==> config.mk <==
export PLATFORM = sky130hd
export DESIGN_NAME = output_driver_scheduler
export DESIGN_NICKNAME = d
export VERILOG_FILES = /design/src/rtl/output_driver_pkg.sv /design/src/rtl/od_tick_gen.sv /design/src/rtl/output_driver_scheduler.sv
export SDC_FILE = /design/constraint.sdc
export NUM_CORES = 1
export LEC_CHECK = 0
export ABC_AREA = 1
export CORE_ASPECT_RATIO = 1.25
export CORE_MARGIN = 4
export CORE_UTILIZATION = 30
export CTS_CLUSTER_DIAMETER = 30
export DETAILED_ROUTE_END_ITERATION = 12
export PLACE_DENSITY_LB_ADDON = 0.12
export SKIP_CTS_REPAIR_TIMING = 1
export SLEW_MARGIN = 5
export SYNTH_ARGS = -nofsm -noshare
export SYNTH_HDL_FRONTEND = slang
export SYNTH_SLANG_ARGS = --single-unit
==> constraint.sdc <==
create_clock -name clki -period 1.9 [get_ports clki]
set_clock_uncertainty 0.15 [all_clocks]
set_input_delay 0.19 -clock clki [delete_from_list [all_inputs] [get_ports clki]]
set_output_delay 0.19 -clock clki [all_outputs]
set_load 0.01 [all_outputs]
==> src/rtl/output_driver_pkg.sv <==
// Shared types and default sizing for the output-driver frame scheduler.
package output_driver_pkg;
   localparam int N_CH_DEF      = 4;
   localparam int TICK_DIV_DEF  = 83333;
   localparam int DATA_LENG_DEF = 128;

   typedef enum logic [1:0] {IDLE, LOW, PULSE, DONE} od_state_e;
endpackage

==> src/rtl/od_tick_gen.sv <==
// Clock-enable divider: one-cycle tick every TICK_DIV enabled cycles, no derived clock.
module od_tick_gen #(
   parameter int TICK_DIV = 4
) (
   input  logic clki,
   input  logic rst,
   input  logic en,
   input  logic clr,
   output logic tick
);
   localparam int CW = (TICK_DIV > 1) ? $clog2(TICK_DIV) : 1;
   localparam logic [CW-1:0] LAST = CW'(TICK_DIV - 1);

   logic [CW-1:0] cnt;

   always_ff @(posedge clki or posedge rst) begin
      if (rst)      cnt <= '0;
      else if (clr) cnt <= '0;
      else if (en)  cnt <= (cnt == LAST) ? '0 : cnt + CW'(1);
   end

   assign tick = en && !clr && (cnt == LAST);
endmodule

==> src/rtl/output_driver_scheduler.sv <==
// Round-robin arbiter sharing one pulse-frame engine (DATA_LENG low ticks + one high tick)
// across N_CH requesters; ticks come from a clock-enable divider.
module output_driver_scheduler
   import output_driver_pkg::*;
#(
   parameter int N_CH      = N_CH_DEF,
   parameter int TICK_DIV  = TICK_DIV_DEF,
   parameter int DATA_LENG = DATA_LENG_DEF
) (
   input  logic                    clki,
   input  logic                    rst,
   input  logic [N_CH-1:0]         start_req,
   input  logic                    abort,
   output logic [N_CH-1:0]         grant,
   output logic [$clog2(N_CH)-1:0] cur_ch,
   output logic [N_CH-1:0]         drv_out,
   output logic [N_CH-1:0]         done,
   output logic                    busy
);
   localparam int CHW = $clog2(N_CH);
   localparam int IW  = $clog2(DATA_LENG + 1);
   localparam logic [IW-1:0] LAST_IDX = IW'(DATA_LENG - 1);

   od_state_e       st, st_nxt;
   logic [N_CH-1:0] pend, pend_nxt, grant_nxt;
   logic [CHW-1:0]  cur_nxt, rr_last, rr_nxt;
   logic [IW-1:0]   idx, idx_nxt;
   logic            tick;

   // First pending channel strictly after 'last', wrapping back to 'last' itself.
   function automatic logic [CHW-1:0] rr_pick(input logic [N_CH-1:0] p, input logic [CHW-1:0] last);
      logic [CHW-1:0] c;
      rr_pick = last;
      for (int k = N_CH; k >= 1; k--) begin
         c = CHW'((int'(last) + k) % N_CH);
         if (p[c]) rr_pick = c;
      end
   endfunction

   od_tick_gen #(.TICK_DIV(TICK_DIV)) u_tick (
      .clki (clki),
      .rst  (rst),
      .en   (st != IDLE),
      .clr  (st == IDLE),
      .tick (tick)
   );

   always_ff @(posedge clki or posedge rst) begin
      if (rst) begin
         st      <= IDLE;
         pend    <= '0;
         grant   <= '0;
         cur_ch  <= '0;
         rr_last <= CHW'(N_CH - 1);
         idx     <= '0;
      end else begin
         st      <= st_nxt;
         pend    <= pend_nxt;
         grant   <= grant_nxt;
         cur_ch  <= cur_nxt;
         rr_last <= rr_nxt;
         idx     <= idx_nxt;
      end
   end

   always_comb begin
      st_nxt    = st;
      pend_nxt  = pend;
      grant_nxt = grant;
      cur_nxt   = cur_ch;
      rr_nxt    = rr_last;
      idx_nxt   = idx;
      case (st)
         IDLE: begin
            if (abort) pend_nxt = '0;
            else if (|pend) begin
               cur_nxt            = rr_pick(pend, rr_last);
               grant_nxt          = '0;
               grant_nxt[cur_nxt] = 1'b1;
               idx_nxt            = '0;
               st_nxt             = LOW;
            end
         end
         LOW, PULSE: begin
            if (abort) begin
               pend_nxt[cur_ch] = 1'b0;
               rr_nxt           = cur_ch;
               grant_nxt        = '0;
               st_nxt           = IDLE;
            end else if (tick) begin
               if (st == PULSE) st_nxt = DONE;
               else if (idx == LAST_IDX) begin
                  idx_nxt = '0;
                  st_nxt  = PULSE;
               end else idx_nxt = idx + IW'(1);
            end
         end
         DONE: begin
            pend_nxt[cur_ch] = 1'b0;
            if (abort) pend_nxt = '0;
            rr_nxt    = cur_ch;
            grant_nxt = '0;
            st_nxt    = IDLE;
         end
      endcase
      // A new request beats the clear above, but an abort in the same cycle drops it.
      if (!abort) pend_nxt = pend_nxt | start_req;
   end

   assign busy    = (st != IDLE);
   assign drv_out = (st == PULSE) ? grant : '0;
   assign done    = (st == DONE)  ? grant : '0;
endmodule

=== Word level (Yosys, flattened, before mapping) ===
Cells that the tools add are included.

* Add/sub/neg operators: 6
* Order comparisons: 8
* Eq/ne operators: 13
* Muxes and demuxes: 49
* Bitwise gates (word level): 4
* Reductions and logical operators: 17

{| class="wikitable"
|+ Operator list
! operator !! count
|-
| two-way mux 17 bit || 3
|-
| two-way mux 8 bit || 6
|-
| two-way mux 4 bit || 9
|-
| two-way mux 2 bit || 14
|-
| case mux 4 bit (3 select lines) || 2
|-
| less-than comparator 2 x 3 -> 1 bit, second input constant || 6
|-
| adder 17 x 1 -> 17 bit, second input constant || 1
|-
| equality test 17 bit, second input constant || 1
|-
| case mux 8 bit (2 select lines) || 1
|-
| inequality test 2 bit, second input constant || 6
|-
| adder 8 x 1 -> 8 bit, second input constant || 1
|-
| binary-select mux 1 bit (select 2 bit) || 4
|-
| equality test 8 x 7 -> 1 bit, second input constant || 1
|-
| nonzero test 2 bit || 4
|-
| two-way mux 1 bit || 6
|-
| case mux 2 bit (3 select lines) || 1
|-
| AND reduction 3 bit || 2
|-
| AND reduction 6 bit || 1
|-
| adder 2 x 1 -> 2 bit, second input constant || 2
|-
| adder 2 bit, second input constant || 2
|-
| AND 4 bit || 1
|-
| demux 1 bit (select 2 bit) || 2
|-
| equality test 2 bit, second input constant || 2
|-
| >= comparator 2 x 1 -> 1 bit, second input constant || 2
|-
| other kinds (14) || 17
|}

* Flip-flop bits (word level): 39
* Input bits: 7
* Output and inout port bits: 15
* Word-level logic and storage cells: 104

=== Depth between registers and ports, before layout ===
Gate-level depths: netlist of run 1.

* Depth after elaboration: 17
* Depth in mapped cells: 11

=== By module ===
A second synthesis of run 1 with hierarchy kept.

* Cells, all modules: 362
* Area total of the unflattened synthesis: 2605.0 µm²

{| class="wikitable"
|+ Modules (own cells, without submodules)
! module !! instances !! cells an instance !! area an instance (µm²) !! seq. area each (µm²)
|-
| output_driver_scheduler || 1 || 213 || 1517.7 || 553.0
|-
| od_tick_gen || 1 || 149 || 1087.3 || 425.4
|}

=== Worst setup path after synthesis of run 1 ===
No wires, ideal clock.

* Path type: register to register
* Start: reg st[0]
* End: reg idx[5]
* Setup time: 0.117 ns
* Data arrival time: 1.417 ns
* Data required time: 1.633 ns
* Path slack: 0.216 ns
* Stages on the path, launching flop included: 10
* Cell sequence: dfrtp_1 -> inv_1 -> ha_1 -> nand2_1 -> nor2_1 -> nand4_1 -> nand2_2 -> nand2_4 -> nand2_1 -> nand2_1

* Word-level cells in the longest chain between the ends: 6

{| class="wikitable"
|+ Ends and longest elaborated chain
! element !! line !! source
|-
| from (decl) || output_driver_scheduler.sv:24 || <nowiki>od_state_e st, st_nxt;</nowiki>
|-
| from (signal assigned) || output_driver_scheduler.sv:57 || <nowiki>st <= st_nxt;</nowiki>
|-
| zero test 2 bit || output_driver_scheduler.sv:44, output_driver_scheduler.sv:73 ||
|-
| zero test 1 bit || od_tick_gen.sv:22 || <nowiki>assign tick = en && !clr && (cnt == LAST);</nowiki>
|-
| logical AND 1 bit (2 in a row) || od_tick_gen.sv:22 ||
|-
| inequality test 2 bit (no source line) || -- ||
|-
| AND reduction 6 bit (no source line) || -- ||
|-
| to (signal assigned) || output_driver_scheduler.sv:62 || <nowiki>idx <= idx_nxt;</nowiki>
|-
| to (decl) || output_driver_scheduler.sv:27 || <nowiki>logic [IW-1:0] idx, idx_nxt;</nowiki>
|}

Parallel ways exist; a longest one is shown, timed or not.
A chain may end at the register's enable or synchronous reset.

=== Worst setup path after layout of run 1 ===
* Start: reg st[1]
* End: out done[2]

* Word-level cells in the longest chain between the ends: 2

{| class="wikitable"
|+ Ends and longest elaborated chain
! element !! line !! source
|-
| equality test 2 bit || output_driver_scheduler.sv:112 || <nowiki>assign done = (st == DONE) ? grant : '0;</nowiki>
|-
| two-way mux 4 bit || output_driver_scheduler.sv:112 ||
|-
| to (decl) || output_driver_scheduler.sv:17 || <nowiki>output logic [N_CH-1:0] done,</nowiki>
|}

Every way passes these cells.

==> results_dict.tcl, run 1 <==
set metrics [dict create \
    avgSynthCellArea_um2 7.17 \
    rows 37 \
    grt_pass1_vias 2197 \
    track_usage 0.128 \
    leakage_nw 1.62 \
    clockBufferDepth 2 \
    ys_warn_count 0 \
    critical_path.max_stage_delay_ps 520 \
    path_max_fanout 7 \
    num_antenna_cells 0 \
    layout_min_cycle_time_ps 1980 \
    path_cells "ha_2 > nand2_1 > inv_1 > clkdlybuf4s50_1" \
    cp-start-kind "flop" \
    num_vias 2299 \
    fin_util 0.386 \
    relSlewSlack 0.832 \
    finalWeightedCongestion 0.843 \
    fin_crit_sh 1.04 \
    drive_gt1_frac 0.154 \
    area_delta_synth_final_pct 25.9 \
    fp.dieH_um 110 \
    vias_per_cell 4.67 \
    rr_worst_depth 10 \
    fin_ws_ps -81.2 \
    synth_cells 350 \
    yosys-top-cells-area "dfrtp_1, nand2_1, inv_1" \
    path_clk_slew_ps 80 \
    synth_area_leader_cell "dfrtp_1" \
    grt_max_degree 40 \
    report.final.hold_viol_count 0 \
    drtPass1Iterations 4 \
    numCtsBuffers 5 \
    finalPower_mw 4.11 \
    slew_violations 0 \
    synth_edf_count 0 \
    synth_nets 364 \
    io_buffers 21 \
    core_area_um2 8190 \
    root_buffer "clkbuf_8" \
    violations "negative setup slack" \
    worstSetupPathType "flop to output port" \
    hpwlAfterDp_um 4510 \
    gr-usage-met3 0.0251 \
    cts_tree "built" \
    clock-sinks 39 \
    synth.most_common_cell "nand2_1" \
    rsz0062_at_grt "yes" \
    yosys_register_bits 39 \
    cp.arrival_ps 1640 \
    r2r-end "idx[3]" \
    cap_violations 0 \
    wl_per_cell_um 12.3 \
    grt_use_met1 0.146 \
    yosysTopAreaCellShare 0.369 \
    grt_use_met2 0.236 \
    setup_viol 4 \
    end_kind "output port" \
    drc 0 \
    h-tree-depth 2 \
    netlist_area_um2 2510 \
    slowest_stage "clkdlybuf4s50_1" \
    ys_types 35 \
    drt_iter0_drc 89 \
    grt_pass1_wl_um 10200 \
    drtAntennaViolNets 0 \
    async_flop_share 1.00 \
    holdCritPathClass "primary input to async pin" \
    start_util 0.306 \
    layout.nets 408 \
    ys_seq_area_frac 0.390 \
    powerDensity_nw_per_um2 1300 \
    clkLatencyLatePin_ps 290 \
    die_w_um 89.8 \
    status "complete, but fails checks" \
    synth_flop_cell "dfrtp_1" \
    tightestPinTransition_ps 251 \
    fmax_mhz 505 \
    top_usage_layer "met2" \
    synth.cells.most_frequent "nand2_1, inv_1, nor2_1, dfrtp_1, nand3_1" \
    pin_count 22 \
    vdd_ir_drop_max_mv 0.565 \
    num-fill-cells 849 \
    antenna_found_initial 0 \
    totalWireLength_um 6060 \
    worst-r2r-setup-slack_ps 0 \
    r2r_start "st[1]" \
    dieArea_um2 9900 \
    crit_required_ps 1560 \
    grt.overflow.total 0 \
]
cell families after synthesis:
kind of cell	Yosys count	share of synthesized area
XOR/XNOR	7	0.0244
flip-flops	39	0.390
AO/OA/AOI/OAI	32	0.0748
adder cells (fa/ha/maj)	7	0.0349
AND/OR/NAND/NOR	213	0.395
buffers and inverters	52	0.0813
worst max-delay path: cells and delay by family (launching register included):
kind,cells,cell delay [ps]
flops,1,410
simple gates,1,70
buf+inv,2,570
fa+ha+maj,1,290
power by group:
group | total [mW] | switching (mW) | internal [mW]
sequential | 1.20 | 0.188 | 1.01
clock | 0.630 | 0.298 | 0.332
combinational | 2.28 | 1.33 | 0.949
cell usage in the layout, fill, tap and decap left out, drive strengths merged, types with 7 or more instances in the layout:
master | synthesis | layout
inv | 50 | 50
dfrtp | 37 | 37
nor3 | 8 | 8
nand2 | 108 | 108
clkdlybuf4s50 | 0 | 16
ha | 7 | 7
clkbuf | 0 | 8
buf | 2 | 18
nand4 | 13 | 13
o21ai | 16 | 16
nor2 | 43 | 43
nand3 | 35 | 35
area by class of cell:
class / count / area (um2) / area share
clock buffers: 8 / 100 / 0.0317
inverters: 50 / 188 / 0.0594
multi-input cells: 259 / 1400 / 0.442
flip-flops and latches: 39 / 978 / 0.310
well taps: 97 / 121 / 0.0384
repair buffers: 39 / 374 / 0.118
per-layer routing:
metal  wire, um  part of all wire
met1       2710              0.45
met2       3070              0.51
met3        128             0.021
met4        142             0.023
met5          0                 0
flip-flops by register name, summed over array words and instances (netlist names):
register	count
pend	4
cur_ch	2
rr_last	2
idx	8
st	2
u_tick.cnt	17
grant	4
through the flow:
step | setup WS, ps | area, um2 | TNS, ps | hold slack [ps] | cells
6_report | -81.2 | 3160 | -307 | 91.4 | 492
5_1_grt | -170 | 3160 | -1440 | 120 | 492
4_1_cts | -224 | 3010 | -1800 | 97.7 | 484
3_5_place_dp | -22.1 | 2910 | -110 | 328 | 476
3_3_place_gp | -39.4 | 2910 | -296 | 328 | 476
2_1_floorplan | 216 | 2510 | 0 | 161 | 350
how the worst max path moves through the flow:
| stage | from | cells past startpoint | end |
|---|---|---|---|
| 4_1_cts | st[0] | 5 | drv_out[2] |
| 3_5_place_dp | st[1] | 9 | idx[1] |
| 3_3_place_gp | st[1] | 9 | idx[7] |
| 2_1_floorplan | st[0] | 9 | idx[5] |
| 5_1_grt | st[1] | 4 | done[3] |
| 6_report | st[1] | 4 | done[2] |
No activity file was read; power rests on OpenSTA's default activity.
==> run 2, diff against run 1 <==
--- a/config.mk
+++ b/config.mk
@@ -11,6 +11,7 @@
 export CORE_UTILIZATION = 30
 export CTS_CLUSTER_DIAMETER = 30
 export DETAILED_ROUTE_END_ITERATION = 12
+export GPL_TIMING_DRIVEN = 0
 export PLACE_DENSITY_LB_ADDON = 0.12
 export SKIP_CTS_REPAIR_TIMING = 1
 export SLEW_MARGIN = 5
==> run 2 against run 1 <==
  * The run still ends with negative setup slack left
  * Critical endpoint is now drv_out[0]
  * Routed wire length grew 0.20%
  * Worst setup slack lost 42 ps
  * Global-route usage decreased by 0.22 points
  * Combinational power increased by 2%
  * Sequential power barely moved
  * Largest cell class unchanged
  * Clock power decreased by 13%
  * Total power fell by 1.2%
  * Via count shrank 1.8%
==> results_dict.tcl, run 2 (synthesized netlist as in run 1, its figures left out) <==
set metrics [dict create \
    start_util 0.306 \
    design_area_um2 3130 \
    hold-path-cell-count 2 \
    violations "negative setup slack" \
    layout_commonest_cell "nand2_1" \
    end_kind "output port" \
    vdd_ir_drop_max_mv 0.530 \
    drtPass1Iterations 4 \
    area_delta_synth_final_pct 24.6 \
    powerDensity_nw_per_um2 1300 \
    rows 37 \
    pre_cts_slack_ps -99.6 \
    layout_min_cycle_time_ps 2020 \
    path_clk_slew_ps 80 \
    drive_gt1_frac 0.172 \
    drc 0 \
    r2r-end "idx[1]" \
    hpwlAfterDp_um 4410 \
    setup_viol 8 \
    slowest_stage "clkdlybuf4s50_1" \
    fmax_mhz 494 \
    grt_max_degree 31 \
    drt_iter0_drc 81 \
    cp-start-kind "flop" \
    num_vias 2258 \
    antenna_found_initial 0 \
    track_usage 0.125 \
    core_area_um2 8190 \
    status "complete, but fails checks" \
    path_cells "inv_2 > ha_2 > nand2_1 > inv_1 > clkdlybuf4s50_1" \
    grt.overflow.total 0 \
    r2r_start "st[0]" \
    numCtsBuffers 5 \
    num_antenna_cells 0 \
    num-fill-cells 857 \
    leakage_nw 1.52 \
    critical_path.max_stage_delay_ps 530 \
    largest_reg_flops 17 \
    clkLatencyLatePin_ps 290 \
    hold_end "pend[2]" \
    vias_per_cell 4.64 \
    fin_ws_ps -123 \
    fin_crit_sh 1.06 \
    holdCritPathClass "primary input to flop" \
    die_w_um 89.8 \
    worstSetupPathType "flop to output port" \
    tightestPinTransition_ps 493 \
    relSlewSlack 0.668 \
    hold_path.startpoint "start_req[2]" \
    clock-sinks 39 \
    grt_pass1_wl_um 10200 \
    path_max_fanout 6 \
    fp.dieH_um 110 \
    h-tree-depth 2 \
    layout.nets 403 \
    root_buffer "clkbuf_8" \
    slew_violations 0 \
    dpl_cell_area_um2 2860 \
    wl_per_cell_um 12.5 \
    rsz0062_at_grt "yes" \
    crit_required_ps 1560 \
    totalWireLength_um 6070 \
    rr_worst_depth 11 \
    drtAntennaViolNets 0 \
    grt_pass1_vias 2177 \
    io_buffers 21 \
    report.final.hold_viol_count 0 \
    largestRegisters "u_tick.cnt: 17 flops, idx: 8 flops" \
    clockBufferDepth 2 \
    cts_tree "built" \
    worst-r2r-setup-slack_ps 40 \
    layout_common_cells "nand2_1, inv_1, nor2_1" \
    cp.arrival_ps 1680 \
    cap_violations 0 \
    top_register "u_tick.cnt" \
    dieArea_um2 9900 \
    finalWeightedCongestion 0.850 \
    pin_count 22 \
]
## run 2: stage by stage
stage	total power, mW	instances	TNS [ps]	hold slack, ps	util
2_1_floorplan	2.51	350	0	161	-
3_3_place_gp	3.07	468	-12100	333	0.347
3_5_place_dp	3.08	469	-670	304	0.349
4_1_cts	3.66	477	-2690	-20.4	0.359
5_1_grt	4.42	487	-1770	340	0.382
6_report	4.05	487	-656	343	0.382
## run 2: worst max-delay path by stage
stage / start / to / slack [ps] / cells after the start
after floorplan: st[0] / idx[5] / 220 / 9
after global placement: rst / pend[2] / -310 / 2
after detailed placement: st[0] / busy / -100 / 5
after CTS: st[0] / busy / -430 / 5
after global routing: st[0] / drv_out[2] / -220 / 5
final: st[0] / drv_out[0] / -120 / 5
## run 2: power by group
| part | switching, mW | total (mW) | internal (mW) | leakage, nW |
|---|---|---|---|---|
| registers | 0.179 | 1.19 | 1.01 | 0.520 |
| clock network | 0.293 | 0.551 | 0.258 | 0.0422 |
| logic | 1.38 | 2.32 | 0.935 | 0.956 |
| total | 1.85 | 4.05 | 2.20 | 1.52 |
## run 2: layout make-up
type | count | area [um2] | share of cell area
buffer | 2 | 31.3 | 0.0100
clock buffer | 7 | 76.3 | 0.0244
multi-input combinational | 260 | 1410 | 0.450
timing repair buffer | 31 | 318 | 0.102
inverter | 50 | 191 | 0.0612
tap | 97 | 121 | 0.0388
clock inverter | 1 | 5.00 | 0.00160
sequential | 39 | 978 | 0.313
## run 2: worst max-delay path: cells and delay by family, from the launching register on
| kind | cells | cell delay, ps |
|---|---|---|
| buffers and inverters | 3 | 660 |
| flip-flops | 1 | 410 |
| adder cells (fa/ha/maj) | 1 | 260 |
| AND/OR/NAND/NOR | 1 | 70 |
## run 2: routing by layer
layer	GRT usage	routed length (um)	vias to the layer above
met5	0	0	-
met4	0.0350	59	0
met3	0.0204	98	6
met2	0.233	3110	16
met1	0.151	2800	1037
li1	-	-	1199
==> run 3, diff against run 2 <==
--- a/config.mk
+++ b/config.mk
@@ -6,6 +6,7 @@
 export NUM_CORES = 1
 export LEC_CHECK = 0
 export ABC_AREA = 1
+export CAP_MARGIN = 20
 export CORE_ASPECT_RATIO = 1.25
 export CORE_MARGIN = 4
 export CORE_UTILIZATION = 30
@@ -17,4 +18,5 @@
 export SLEW_MARGIN = 5
 export SYNTH_ARGS = -nofsm -noshare
 export SYNTH_HDL_FRONTEND = slang
+export SYNTH_HIERARCHICAL = 1
 export SYNTH_SLANG_ARGS = --single-unit
==> constraint.sdc (replaced) <==
create_clock -name clki -period 2.5 [get_ports clki]
set_clock_uncertainty 0.15 [all_clocks]
set_input_delay 0.25 -clock clki [delete_from_list [all_inputs] [get_ports clki]]
set_output_delay 0.25 -clock clki [all_outputs]
set_load 0.01 [all_outputs]
==> run 3 against run 2 <==
  * The flow now finishes without violations
  * Combinational power fell by 38%
  * Die area rose by 3.5%
  * Core utilization fell by 1.5 points
  * Sequential share of layout area rose by 0.76 points
  * Synthesized area rose by 3.8%
  * Total power fell by 29%
  * Non-clock buffer count fell by 9
  * Sequential power fell by 26%
  * Final cell count rose by 0.21%
  * Flip-flop and latch count did not move
  * Worst setup slack improved by 380 ps
  * Critical endpoint is now idx[4]
  * Largest power group unchanged
==> results_dict.tcl, run 3 <==
set metrics [dict create \
    status "finished, final reports clean" \
    relSlewSlack 0.430 \
    wl_per_cell_um 12.9 \
    ys_types 33 \
    clockBufferDepth 2 \
    path_max_fanout 10 \
    power.share.clock 0.194 \
    switchingPower_mw 1.30 \
    num_antenna_cells 0 \
    synth_area_leader_cell "dfrtp_1" \
    grt_pass1_vias 2353 \
    num-fill-cells 885 \
    drc 0 \
    drt_iter0_drc 98 \
    synth_xor_area_frac 0.0336 \
    crit_required_ps 2570 \
    seqPwrFrac 0.308 \
    synth_edf_count 0 \
    grt_max_degree 23 \
    cap_violations 0 \
    largest_reg_flops 17 \
    fmax_mhz 446 \
    layout_commonest_cell "nand2_1" \
    fin_crit_sh 0.896 \
    synth_flop_cell "dfrtp_1" \
    dieArea_um2 10200 \
    fp.dieH_um 112 \
    io_buffers 21 \
    grt_pass1_wl_um 10900 \
    rsz0062_at_grt "no" \
    synth_compound_gate_area_share 0.108 \
    pin_count 22 \
    numCtsBuffers 5 \
    path_clk_slew_ps 80 \
    cp-start-kind "flop" \
    ys_seq_area_frac 0.376 \
    powerDensity_nw_per_um2 942 \
    clkLatencyLatePin_ps 290 \
    switching_share 0.452 \
    fin_tns_setup_ps 0 \
    netlist_area_um2 2600 \
    leakage_nw 1.47 \
    finalPower_mw 2.88 \
    synthAdderAreaFrac 0.0336 \
    drtPass1Iterations 4 \
    yosys-top-cells-area "dfrtp_1, nand2_1, inv_1" \
    drtAntennaViolNets 0 \
    core_area_um2 8330 \
    avgSynthCellArea_um2 7.20 \
    setup_viol 0 \
    report.final.hold_viol_count 0 \
    num_vias 2338 \
    holdCritPathClass "primary input to async pin" \
    slew_violations 0 \
    synth_top_family_by_area "simple AND/OR/NAND/NOR gates" \
    p_int_mw 1.58 \
    largestRegisters "u_tick/cnt: 17 flops, idx: 8 flops" \
    clock-sinks 39 \
    antenna_found_initial 0 \
    finalWeightedCongestion 0.786 \
    synth_nets 376 \
    track_usage 0.129 \
    cts_tree "built" \
    tightestPinTransition_ps 855 \
    drive_gt1_frac 0.133 \
    ys_warn_count 6 \
    top_register "u_tick/cnt" \
    layout_min_cycle_time_ps 2240 \
    vdd_ir_drop_max_mv 0.265 \
    worst-r2r-setup-slack_ps 260 \
    rows 37 \
    synthMuxAreaShare 0 \
    die_w_um 91.3 \
    yosys_register_bits 39 \
    layout.nets 404 \
    combPwrFrac 0.499 \
    vias_per_cell 4.79 \
    synth.cells.most_frequent "nand2_1, inv_1, dfrtp_1, nor2_1, nand3_1" \
    h-tree-depth 2 \
    synth.most_common_cell "nand2_1" \
    worstSetupPathType "flop to flop" \
    synth_cells 362 \
    totalWireLength_um 6280 \
    cp.arrival_ps 2310 \
    start_util 0.313 \
    synthSimpleGateAreaFrac 0.362 \
    grt.overflow.total 0 \
    layout_common_cells "nand2_1, inv_1, dfrtp_1" \
    hpwlAfterDp_um 4770 \
    yosysTopAreaCellShare 0.355 \
    root_buffer "clkbuf_8" \
    area_delta_synth_final_pct 17.2 \
    end_kind "flop" \
    async_flop_share 1.00 \
]
-- run 3: logic make-up after synthesis --
| logic type | count (synthesis) |
|---|---|
| adders and majority gates | 7 |
| DFF | 39 |
| buffers and inverters | 58 |
| xor gates and xnor gates | 10 |
| AOI/OAI and AO/OA | 48 |
| and+or+nand+nor | 200 |
-- run 3: power by group through the flow --
stage | Clock, mW | Combinational, mW | Sequential [mW]
final | 0.558 | 1.43 | 0.885
after global routing | 0.603 | 1.63 | 0.905
after CTS | 0.580 | 1.45 | 0.887
after detailed placement | 0 | 1.44 | 0.900
after global placement | 0 | 1.43 | 0.896
after floorplan | 0 | 1.08 | 0.878
-- run 3: cell type report --
type	instances	area, um2	share of cell area
Sequential cell	39	978	0.320
Multi-Input combinational cell	265	1400	0.458
Buffer	3	20.0	0.00655
Clock inverter	2	35.0	0.0115
Timing Repair Buffer	21	210	0.0688
Tap cell	97	121	0.0397
Clock buffer	6	82.6	0.0270
Inverter	55	209	0.0684
-- run 3: metrics by stage --
stage,hold WS (ps),cells,instance area [um2],setup slack (ps),util
after floorplan,26.1,362,2610,498,-
after global placement,342,480,2940,197,0.352
after detailed placement,356,480,2940,197,0.352
after CTS,282,488,3050,166,0.367
after global routing,317,488,3050,74.7,0.367
final,249,488,3050,260,0.367
-- run 3: path summary, 6_finish.rpt --
kind,endpoint,startpoint,cells past startpoint
setup / recovery,idx[4],st[0],11
hold / removal,u_tick/cnt[16],rst,2
setup reg to reg,idx[4],st[0],11
hold reg to reg,idx[0],idx[0],1
max in group asynchronous,st[0],rst,2
min in group clki,idx[0],idx[0],1
-- run 3: per-layer routing --
metal  vias to the layer above  part of all wire  track usage
li1                       1219                 -            -
met2                        20              0.51        0.238
met3                         8             0.017       0.0208
met5                         -                 0            0
met4                         0             0.016       0.0412
met1                      1091              0.46        0.150
-- run 3: worst max-delay path, cell delays in order, from the launching register on --
cell	delay (ps)
dfrtp_1	370
inv_1	90
ha_1	290
inv_2	190
inv_1	80
nor3_1	270
nand3_1	110
o21ai_1	100
nand2_2	120
inv_2	170
nand4_1	100
a21oi_1	130
